### config.mk
export PLATFORM = sky130hd
export DESIGN_NAME = stream_minmax
export DESIGN_NICKNAME = d
export VERILOG_FILES = /design/src/rtl/stream_minmax_pkg.sv /design/src/rtl/stream_minmax_comp.sv /design/src/rtl/stream_minmax.sv
export SDC_FILE = /design/constraint.sdc
export NUM_CORES = 1
export LEC_CHECK = 0
export ABC_AREA = 1
export ABC_CLOCK_PERIOD_IN_PS = 2600
export BUFFER_PORTS_ARGS = -buffer_cell sky130_fd_sc_hd__clkbuf_2
export CORE_MARGIN = 5
export CORE_UTILIZATION = 30
export CTS_BUF_LIST = sky130_fd_sc_hd__clkbuf_4 sky130_fd_sc_hd__clkbuf_8
export DETAILED_ROUTE_END_ITERATION = 8
export PLACE_DENSITY = 0.47
export SYNTH_ARGS = -nofsm -noshare
export SYNTH_HDL_FRONTEND = slang
export SYNTH_SLANG_ARGS = --single-unit
### constraint.sdc
create_clock -name clk -period 2.6 [get_ports clk]
set_clock_uncertainty 0.15 [all_clocks]
set_input_delay 0.52 -clock clk [delete_from_list [all_inputs] [get_ports clk]]
set_output_delay 0.52 -clock clk [all_outputs]
set_load 0.02 [all_outputs]
### src/rtl/stream_minmax_pkg.sv
`default_nettype none
// ============================================================================
// Module      : stream_minmax_pkg
// Description : Shared ALU constants for the streaming min/max reduction unit:
//               FSM state encoding and reduction-mode encoding.
// Revision    : 1.0 - initial release
// ============================================================================
package stream_minmax_pkg;

  // FSM state encoding
  localparam logic [1:0] IDLE  = 2'd0;
  localparam logic [1:0] ACCUM = 2'd1;
  localparam logic [1:0] DONE  = 2'd2;

  // Reduction mode, sampled with the first element of a sequence
  localparam logic MODE_MAX = 1'b0;
  localparam logic MODE_MIN = 1'b1;

endpackage
`default_nettype wire

### src/rtl/stream_minmax_comp.sv
`default_nettype none
// ============================================================================
// Module      : comp
// Description : Unsigned less-than primitive: out = (a < b).
// Revision    : 1.0 - initial release
// ============================================================================
module comp #(
  parameter int LEN = 8
) (
  input  logic [LEN-1:0] a,
  input  logic [LEN-1:0] b,
  output logic           out
);

  // Pure combinational unsigned compare
  assign out = (a < b);

endmodule
`default_nettype wire

### src/rtl/stream_minmax.sv
`default_nettype none
// ============================================================================
// Module      : stream_minmax
// Description : Streaming min/max reduction. Tracks the running extreme value
//               and its 0-based position over a valid/ready operand stream and
//               emits the result after the element flagged in_last.
// Revision    : 1.0 - initial release
// ============================================================================
module stream_minmax
  import stream_minmax_pkg::*;
#(
  parameter int LEN   = 8,
  parameter int IDX_W = 8
) (
  input  logic             clk,
  input  logic             reset,
  input  logic             mode,
  input  logic             in_valid,
  output logic             in_ready,
  input  logic [LEN-1:0]   in_data,
  input  logic             in_last,
  output logic             out_valid,
  input  logic             out_ready,
  output logic [LEN-1:0]   out_data,
  output logic [IDX_W-1:0] out_idx,
  output logic             out_ovf
);

  logic [1:0]       r_state;
  logic [LEN-1:0]   r_best;
  logic [IDX_W-1:0] r_best_idx;
  logic [IDX_W-1:0] r_cnt;
  logic             r_mode;
  logic             r_ovf;

  logic             w_fire_in;
  logic             w_fire_out;
  logic             w_replace;
  logic [LEN-1:0]   w_cmp_a;
  logic [LEN-1:0]   w_cmp_b;
  logic [IDX_W-1:0] w_cnt_next;

  // Handshake decode from registered state; in_ready is also masked while
  // reset is asserted so no operand is accepted in a reset cycle.
  always_comb begin
    in_ready   = ((r_state == IDLE) || (r_state == ACCUM)) && !reset;
    out_valid  = (r_state == DONE);
    w_fire_in  = in_valid && in_ready;
    w_fire_out = out_valid && out_ready;
    w_cnt_next = r_cnt + IDX_W'(1);
  end

  // Operand steering: max asks "best < new", min asks "new < best", so a
  // single strict less-than gives the replace enable and ties never replace.
  always_comb begin
    w_cmp_a = r_best;
    w_cmp_b = in_data;
    if (r_mode == MODE_MIN) begin
      w_cmp_a = in_data;
      w_cmp_b = r_best;
    end
  end

  comp #(
    .LEN (LEN)
  ) u_comp (
    .a   (w_cmp_a),
    .b   (w_cmp_b),
    .out (w_replace)
  );

  // Result registers feed the outputs directly; they are untouched in DONE,
  // so the result is stable for as long as the consumer stalls.
  assign out_data = r_best;
  assign out_idx  = r_best_idx;
  assign out_ovf  = r_ovf;

  // Sequence FSM and running-extreme tracking
  always_ff @(posedge clk) begin
    if (reset) begin
      r_state    <= IDLE;
      r_best     <= '0;
      r_best_idx <= '0;
      r_cnt      <= '0;
      r_mode     <= MODE_MAX;
      r_ovf      <= 1'b0;
    end else begin
      case (r_state)
        IDLE: begin
          if (w_fire_in) begin
            r_best     <= in_data;
            r_best_idx <= '0;
            r_cnt      <= IDX_W'(1);
            r_mode     <= mode;
            r_ovf      <= 1'b0;
            r_state    <= in_last ? DONE : ACCUM;
          end
        end
        ACCUM: begin
          if (w_fire_in) begin
            if (w_replace) begin
              r_best     <= in_data;
              r_best_idx <= r_cnt;
            end
            r_cnt <= w_cnt_next;
            if (w_cnt_next == '0) begin
              r_ovf <= 1'b1;
            end
            if (in_last) begin
              r_state <= DONE;
            end
          end
        end
        DONE: begin
          if (w_fire_out) begin
            r_state <= IDLE;
          end
        end
        default: begin
          r_state <= IDLE;
        end
      endcase
    end
  end

endmodule
`default_nettype wire

# Yosys cells after proc, flatten, opt, wreduce, memory -nomap -nowiden
# Cells that the tools add are included.
# word_totals
n_memories,0
latchBits,0
ram_bits,0
input_bits,14
register_bits,28
mem_bits_ro,0
wordCells,52
# classes
div,0
n_eq_ne,8
bitwise_logic,0
n_reduce_logical,13
addsub,1
n_lt_le_gt_ge,1
muxes,23
shift,0
mul,0
# ops
operator,count
$mux 8,10
$pmux 8 s2,3
$reduce_and 4->1,3
$mux 2,5
$add 8x1->8 const B,1
$logic_not 8->1,1
$lt 8x8->1,1
$ne 2x1->1 const B,3
$ne 2x2->1 const B,3
$pmux 2 s3,1
$logic_and 1x1->1,3
$mux 1,3
$reduce_and 3->1,1
$eq 2x1->1 const B,1
$eq 2x2->1 const B,1
$logic_not 2->1,1
$pmux 1 s2,1
$reduce_and 2->1,1
$reduce_bool 2->1,1
$logic_not 1->1,1
$logic_or 1x1->1,1

# Logic depth before layout (Yosys ltp)
# Gate-level depths: netlist of the first run.
# logic_depth
depth_word,6
mapped_depth,15
ltp_nobuf,13

# Hierarchy
# Synthesis of the first run repeated with hierarchy kept, for this count alone.
# hier_totals
cells_unflattened,238
hier_area_um2,1599.0
# by_module_without_submodules
mod,seq_area_each_um2,n_inst,cells_per_inst,area_each_um2
stream_minmax,560.5,1,207,1415.1
comp,0.0,1,31,183.9

# Worst setup path before layout of the first run
# No wires, ideal clock.
# synth_path
path_kind,reg2reg
start,reg r_mode
end,"reg r_best[0], in the netlist out_data[0]"
path_stages_with_launch,12
arrival_ns,1.928
path_buffers,3
slack_ns,0.407
cell_sequence,dfxtp_1 > buf_2 > clkbuf_1 > o21ai_0 > ha_1 > a21oi_1 > o21ai_2 > nor2_8 > nand2_4 > buf_6 > a21oi_1 > nor2_1
# synth_via
elab_chain_len,4
word_cells_on_any_way,5
# synth_rtl
item,line_no,rtl
from (decl),stream_minmax.sv:33,logic r_mode;
from (signal assigned),stream_minmax.sv:94,r_mode <= mode;
$mux 8,stream_minmax.sv:58,if (r_mode == MODE_MIN) begin
$lt 8x8->1 (*),stream_minmax_comp.sv:16,assign out = (a < b);
$ne 2x1->1 (no line) (*),-,
$reduce_and 4->1 (no line) (*),-,
to (signal assigned),stream_minmax.sv:91,r_best <= in_data;
to (signal assigned),stream_minmax.sv:102,r_best <= in_data;
to (decl),stream_minmax.sv:30,logic [LEN-1:0] r_best;
# Every way passes the cells marked *; elsewhere a longest branch is shown, timed or not.
# A chain may end at the register's enable or synchronous reset.

# Worst setup path in the final report of the first run
# layout_path
start,reg r_mode
end,"reg r_best_idx[3], in the netlist out_idx[3]"
# layout_via
elab_chain_len,4
word_cells_on_any_way,5
# layout_rtl
item,line_no,rtl
$mux 8,stream_minmax.sv:58,
$lt 8x8->1 (*),stream_minmax_comp.sv:16,
$ne 2x1->1 (no line) (*),-,
$reduce_and 4->1 (no line) (*),-,
to (signal assigned),stream_minmax.sv:103,r_best_idx <= r_cnt;
to (decl),stream_minmax.sv:31,logic [IDX_W-1:0] r_best_idx;
# Marked as above.

==> impl_metrics.env, run 1 <==
export IMPL_power_density_nw_per_um2=529
export IMPL_final_setup_tns_ns=0
export IMPL_worstPathRequired_ns=2.66
export IMPL_drive_above_1_share_pct=19.1
export IMPL_synth_seq_cells=28
export IMPL_yosysSeqAreaShare_pct=35.5
export IMPL_r2r_end="out_idx[3]"
export IMPL_rsz0062_at_grt="no"
export IMPL_holdPathStages=2
export IMPL_setup_viol=0
export IMPL_drcViolationCount=0
export IMPL_port_buffers=32
export IMPL_synth_top_area_share_pct=35.5
export IMPL_min_from="out_idx[2]"
export IMPL_detailed_place_hpwl_um=2820
export IMPL_place_ws_ns=0.358
export IMPL_netlist_area_um2=1580
export IMPL_worstPathMaxFanout=27
export IMPL_postSynth_asyncResetShare_pct=0
export IMPL_area_growth_pct=16.3
export IMPL_r2r_slack_ns=0.45
export IMPL_top_usage_layer="met2"
export IMPL_antenna_found_initial=0
export IMPL_grt_pass1_wl_um=6400
export IMPL_min_to="out_idx[2]"
export IMPL_drv_cap=0
export IMPL_drt_antenna_violating_nets=0
export IMPL_cts_buffer_depth=2
export IMPL_end_kind="flip-flop"
export IMPL_grt_total_usage_pct=11.9
export IMPL_final_max_slew_viol_count=0
export IMPL_rows=26
export IMPL_final_period_utilization_pct=82.6
export IMPL_fmax_mhz=466
export IMPL_yosys_warnings=0
export IMPL_setup_slack_ns=0.453
export IMPL_cp_start_kind="flip-flop"
export IMPL_cts_buffers=3
export IMPL_drt_first_pass_iters=4
export IMPL_synth_cells=223
export IMPL_post_route_cell_area_um2=1840
export IMPL_relSlewSlack_pct=69.0
export IMPL_nNetsFinal=274
export IMPL_htree_levels=1
export IMPL_start_util_pct=30.9
export IMPL_coreArea_um2=5110
export IMPL_gr_usage_met1_pct=15.3
export IMPL_place_congestion=0.808
export IMPL_die_y_um=82.5
export IMPL_cts_tree="done"
export IMPL_synth_most_common_cell="nand2_1"
export IMPL_rr_startpoint="r_mode"
export IMPL_hold_violations=0
export IMPL_path_clk_slew_ns=0.10
export IMPL_routed_via_density=4.59
export IMPL_die_w_um=82.5
export IMPL_outcome="finished, final reports clean"
export IMPL_stdcell_count=321
export IMPL_hp_class="reg -> reg"
export IMPL_drt_first_iter_violations=37
export IMPL_drt_wl_total_um=3730
export IMPL_dr_total_vias=1474
export IMPL_worst_setup_path_type="reg -> reg"
export IMPL_syn_mean_instance_area_um2=7.08
export IMPL_irDropWorstVdd_mv=0.285
export IMPL_synth_largest_area_cell="dfxtp_1"
export IMPL_cts_resized=0
export IMPL_placed_cell_area_um2=1780
export IMPL_tightest_slew_ns=0.463
export IMPL_wl_per_cell_um=11.6
export IMPL_use_met2_pct=20.7
export IMPL_dp_cells=317
export IMPL_reg2reg_depth=9
export IMPL_hold_buffers=0
export IMPL_synth_nets=245
export IMPL_leakagePower_nw=0.812
export IMPL_antenna_cells=0
export IMPL_die_area_um2=6810
export IMPL_post_cts_buffers=0
export IMPL_clk_latency_ns=0.28
export IMPL_grt_max_degree=28
export IMPL_ys_types=26
export IMPL_synth_edf_count=0
export IMPL_io_pins=33
export IMPL_grt_overflow=0
export IMPL_cp_arrival_ns=2.20
export IMPL_cts_root_buf="clkbuf_8"
export IMPL_yosys_top_cells_count="nand2_1, a21oi_1, dfxtp_1"
export IMPL_grt_pass1_vias=1406
export IMPL_finalPower_uw=971
export IMPL_use_met3_pct=2.93
export IMPL_cts_sinks=28
export IMPL_final_min_clock_period_ns=2.15
export IMPL_yosys_most_used_dff="dfxtp_1"
export IMPL_synth_area_top_cells="dfxtp_1, nand2_1, a21oi_1"
## logic make-up (layout without fill, tap and decap cells)
group	count (synthesis)	in the layout	synth area share, %
AO/OA/AOI/OAI	45	45	14.9
XOR/XNOR	6	6	3.33
adder cells (fa/ha/maj)	8	8	6.34
AND/OR/NAND/NOR	107	107	31.3
flip-flops	28	28	35.5
buffers and inverters	29	57	8.56
## layout make-up
type                            count  area [um^2]
Fill cell                         571         3270
Multi-Input combinational cell    166          882
Sequential cell                    28          561
Timing Repair Buffer               35          183
Tap cell                           70         87.6
Inverter                           18         67.6
Clock buffer                        4         55.1
## sequential cells by signal, indices dropped and copies added, names as in the netlist
signal,count
out_ovf,1
r_state,2
r_mode,1
r_cnt,8
out_idx,8
out_data,8
## where the power goes
group / internal [mW] / leakage [nW] / switching (mW) / total [mW]
combinational: 0.0789 / 0.556 / 0.151 / 0.230
sequential: 0.449 / 0.228 / 0.0125 / 0.461
clock: 0.136 / 0.0288 / 0.143 / 0.279
total: 0.664 / 0.812 / 0.307 / 0.971
## metal layers
| metal | up-vias | routed length [um] |
|---|---|---|
| li1 | 796 | - |
| met1 | 657 | 1840 |
| met2 | 19 | 1730 |
| met3 | 2 | 146 |
| met4 | 0 | 19 |
| met5 | - | 0 |
## placed cells by master, fill, tap and decap left out, drive strengths merged
master / netlist / routed
nand2: 49 / 49
clkbuf: 4 / 36
a21oi: 30 / 30
dfxtp: 28 / 28
nand3: 25 / 25
nor2: 23 / 23
inv: 18 / 18
o21ai: 14 / 14
nand4: 8 / 8
ha: 8 / 8
xnor2: 4 / 4
buf: 7 / 3
xor2: 2 / 2
nor3: 2 / 2
a22oi: 1 / 1
## per-stage QoR
stage / util [%] / hold WS (ns)
floorplan: - / 0.320
global placement: 34.9 / 0.317
detailed placement: 34.9 / 0.323
CTS: 35.9 / 0.335
global route: 35.9 / 0.350
finish: 35.9 / 0.338
## worst max-delay path by stage
stage	cells after the start	slack (ns)	startpoint	end
2_1_floorplan	11	0.41	r_mode	out_data[0]
3_3_place_gp	10	0.37	in_data[5]	out_data[7]
3_5_place_dp	10	0.36	in_data[5]	out_data[3]
4_1_cts	9	0.42	r_mode	out_idx[3]
5_1_grt	10	0.15	r_mode	out_data[1]
6_report	9	0.45	r_mode	out_idx[3]
## critical path: stages (launching register included)
cell	delay (ns)
dfxtp_1	0.32
buf_4	0.24
o21ai_0	0.14
ha_1	0.30
nand3_1	0.11
o21ai_2	0.24
nor2_8	0.07
nand2_4	0.22
nand3_1	0.11
a21oi_1	0.15
No activity file was read; power rests on OpenSTA's default activity.
==> inputs of run 2 (changes only) <==
- ABC_CLOCK_PERIOD_IN_PS: 2600 -> 1900
- PLACE_DENSITY: 0.47 -> 0.49
- clock period: 2.6 -> 1.9 ns (I/O delays scaled with it)
==> impl_metrics.env, run 2 (same netlist as run 1, synthesis figures left out) <==
export IMPL_crit_slowest_cell="dfxtp_4"
export IMPL_port_buffers=32
export IMPL_drv_cap=0
export IMPL_io_pins=33
export IMPL_detailed_place_hpwl_um=2900
export IMPL_utilization_pct=42.2
export IMPL_antenna_found_initial=0
export IMPL_end_kind="flip-flop"
export IMPL_place_congestion=0.720
export IMPL_final_min_clock_period_ns=2.03
export IMPL_cts_buffers=3
export IMPL_tightest_slew_ns=0.490
export IMPL_leakagePower_nw=0.955
export IMPL_grt_pass1_wl_um=6440
export IMPL_cp_num_cells=11
export IMPL_grt_overflow=0
export IMPL_die_w_um=82.5
export IMPL_rsz0062_at_grt="yes"
export IMPL_r2r_slack_ns=-0.13
export IMPL_relSlewSlack_pct=67.2
export IMPL_path_clk_slew_ns=0.10
export IMPL_die_area_um2=6810
export IMPL_worstPathRequired_ns=1.97
export IMPL_cts_root_buf="clkbuf_8"
export IMPL_grt_max_degree=25
export IMPL_rows=26
export IMPL_htree_levels=1
export IMPL_setup_viol=16
export IMPL_multi_input_area_um2=1000
export IMPL_irDropWorstVdd_mv=0.362
export IMPL_drt_wl_total_um=4010
export IMPL_setup_slack_ns=-0.129
export IMPL_finalPower_mw=1.53
export IMPL_cpMostUsedCell="nand2_4"
export IMPL_stdcell_count=339
export IMPL_worstPathMaxFanout=12
export IMPL_final_setup_tns_ns=-1.59
export IMPL_reg2reg_depth=11
export IMPL_area_growth_pct=36.6
export IMPL_dp_cells=332
export IMPL_die_y_um=82.5
export IMPL_drt_first_pass_iters=4
export IMPL_cts_sinks=28
export IMPL_cp_top_family="simple AND/OR/NAND/NOR gates"
export IMPL_cts_tree="done"
export IMPL_grt_total_usage_pct=12.0
export IMPL_final_period_utilization_pct=107
export IMPL_path_cells="clkbuf_16, nand2_4, o21ai_2, ha_1, a21oi_2, o21ai_4, nor2_8, nand2_4, nand3_1, nand2_1, nor2_1"
export IMPL_drt_antenna_violating_nets=0
export IMPL_rr_startpoint="r_mode"
export IMPL_violations="setup timing"
export IMPL_clk_latency_ns=0.28
export IMPL_grt_pass1_vias=1448
export IMPL_min_from="in_data[0]"
export IMPL_fillers=567
export IMPL_final_max_slew_viol_count=0
export IMPL_outcome="complete, but fails checks"
export IMPL_cp_num_buf_inv=1
export IMPL_nNetsFinal=292
export IMPL_cts_buffer_depth=2
export IMPL_holdPathStages=3
export IMPL_r2r_end="out_data[2]"
export IMPL_drcViolationCount=0
export IMPL_final_cell_mix="nand2_1, clkbuf_2, dfxtp_1"
export IMPL_hold_violations=0
export IMPL_cp_arrival_ns=2.10
export IMPL_start_util_pct=30.9
export IMPL_wl_per_cell_um=11.8
export IMPL_fmax_mhz=493
export IMPL_drive_above_1_share_pct=32.3
export IMPL_antenna_cells=0
export IMPL_power_density_nw_per_um2=708
export IMPL_drt_first_iter_violations=70
export IMPL_coreArea_um2=5110
export IMPL_hold_buffers=0
export IMPL_hp_class="in -> reg"
export IMPL_min_to="out_data[0]"
export IMPL_worst_setup_path_type="reg -> reg"
export IMPL_routed_via_density=4.65
export IMPL_seq_area_um2=564
export IMPL_layout_commonest_cell="nand2_1"
export IMPL_cp_start_kind="flip-flop"
export IMPL_dr_total_vias=1577
export IMPL_cpPeakStageDelay_ns=0.39
==> run 2: how the worst max path moves through the flow <==
stage,slack (ns),to,start
6_report,-0.13,out_data[2],r_mode
5_1_grt,-0.26,out_data[7],r_mode
4_1_cts,-0.08,out_data[2],r_mode
3_5_place_dp,-0.24,out_data[6],in_data[7]
3_3_place_gp,-0.21,out_data[4],in_data[7]
2_1_floorplan,-0.1,out_data[0],r_mode
==> run 2: cell type report <==
type | count | share of cell area [%]
Clock inverter | 1 | 1.39
Timing Repair Buffer | 52 | 16.9
Inverter | 18 | 3.13
Clock buffer | 3 | 1.92
Tap cell | 70 | 4.06
Multi-Input combinational cell | 167 | 46.4
Sequential cell | 28 | 26.2
==> run 2: power breakdown <==
part | internal (mW) | total, mW | leakage [nW] | switching (mW)
registers | 0.614 | 0.636 | 0.229 | 0.0218
clock network | 0.282 | 0.472 | 0.0357 | 0.189
logic | 0.168 | 0.418 | 0.690 | 0.250
total | 1.06 | 1.53 | 0.955 | 0.461
==> run 2: tightest hold or removal path: cells and delay by family <==
family,cells,cell delay (ns)
AOI/OAI and AO/OA,1,0.04
and+or+nand+nor,1,0.08
buffers and inverters,1,0.11
==> run 2: per-layer routing <==
| metal | GRT usage, % | wire (um) | vias up |
|---|---|---|---|
| met5 | 0 | 0 | - |
| met4 | 2.94 | 35 | 0 |
| met3 | 2.82 | 174 | 4 |
| met2 | 21.0 | 1990 | 27 |
| met1 | 14.8 | 1810 | 707 |
| li1 | - | - | 839 |
==> run 2: through the flow <==
| stage | worst slack (ns) | hold WS [ns] | cell area [um^2] |
|---|---|---|---|
| floorplan | -0.0971 | 0.320 | 1670 |
| global placement | -0.211 | 0.321 | 1970 |
| detailed placement | -0.237 | 0.323 | 1970 |
| CTS | -0.0813 | 0.195 | 2070 |
| global route | -0.256 | 0.205 | 2160 |
| finish | -0.129 | 0.205 | 2160 |
==> run 2: repair_timing <==
action	4_1_cts	5_1_grt
cloned	0	3
pin swaps	14	3
gates resized for setup	8	9
setup buffers	0	0
endpoints found under the setup margin	16	16
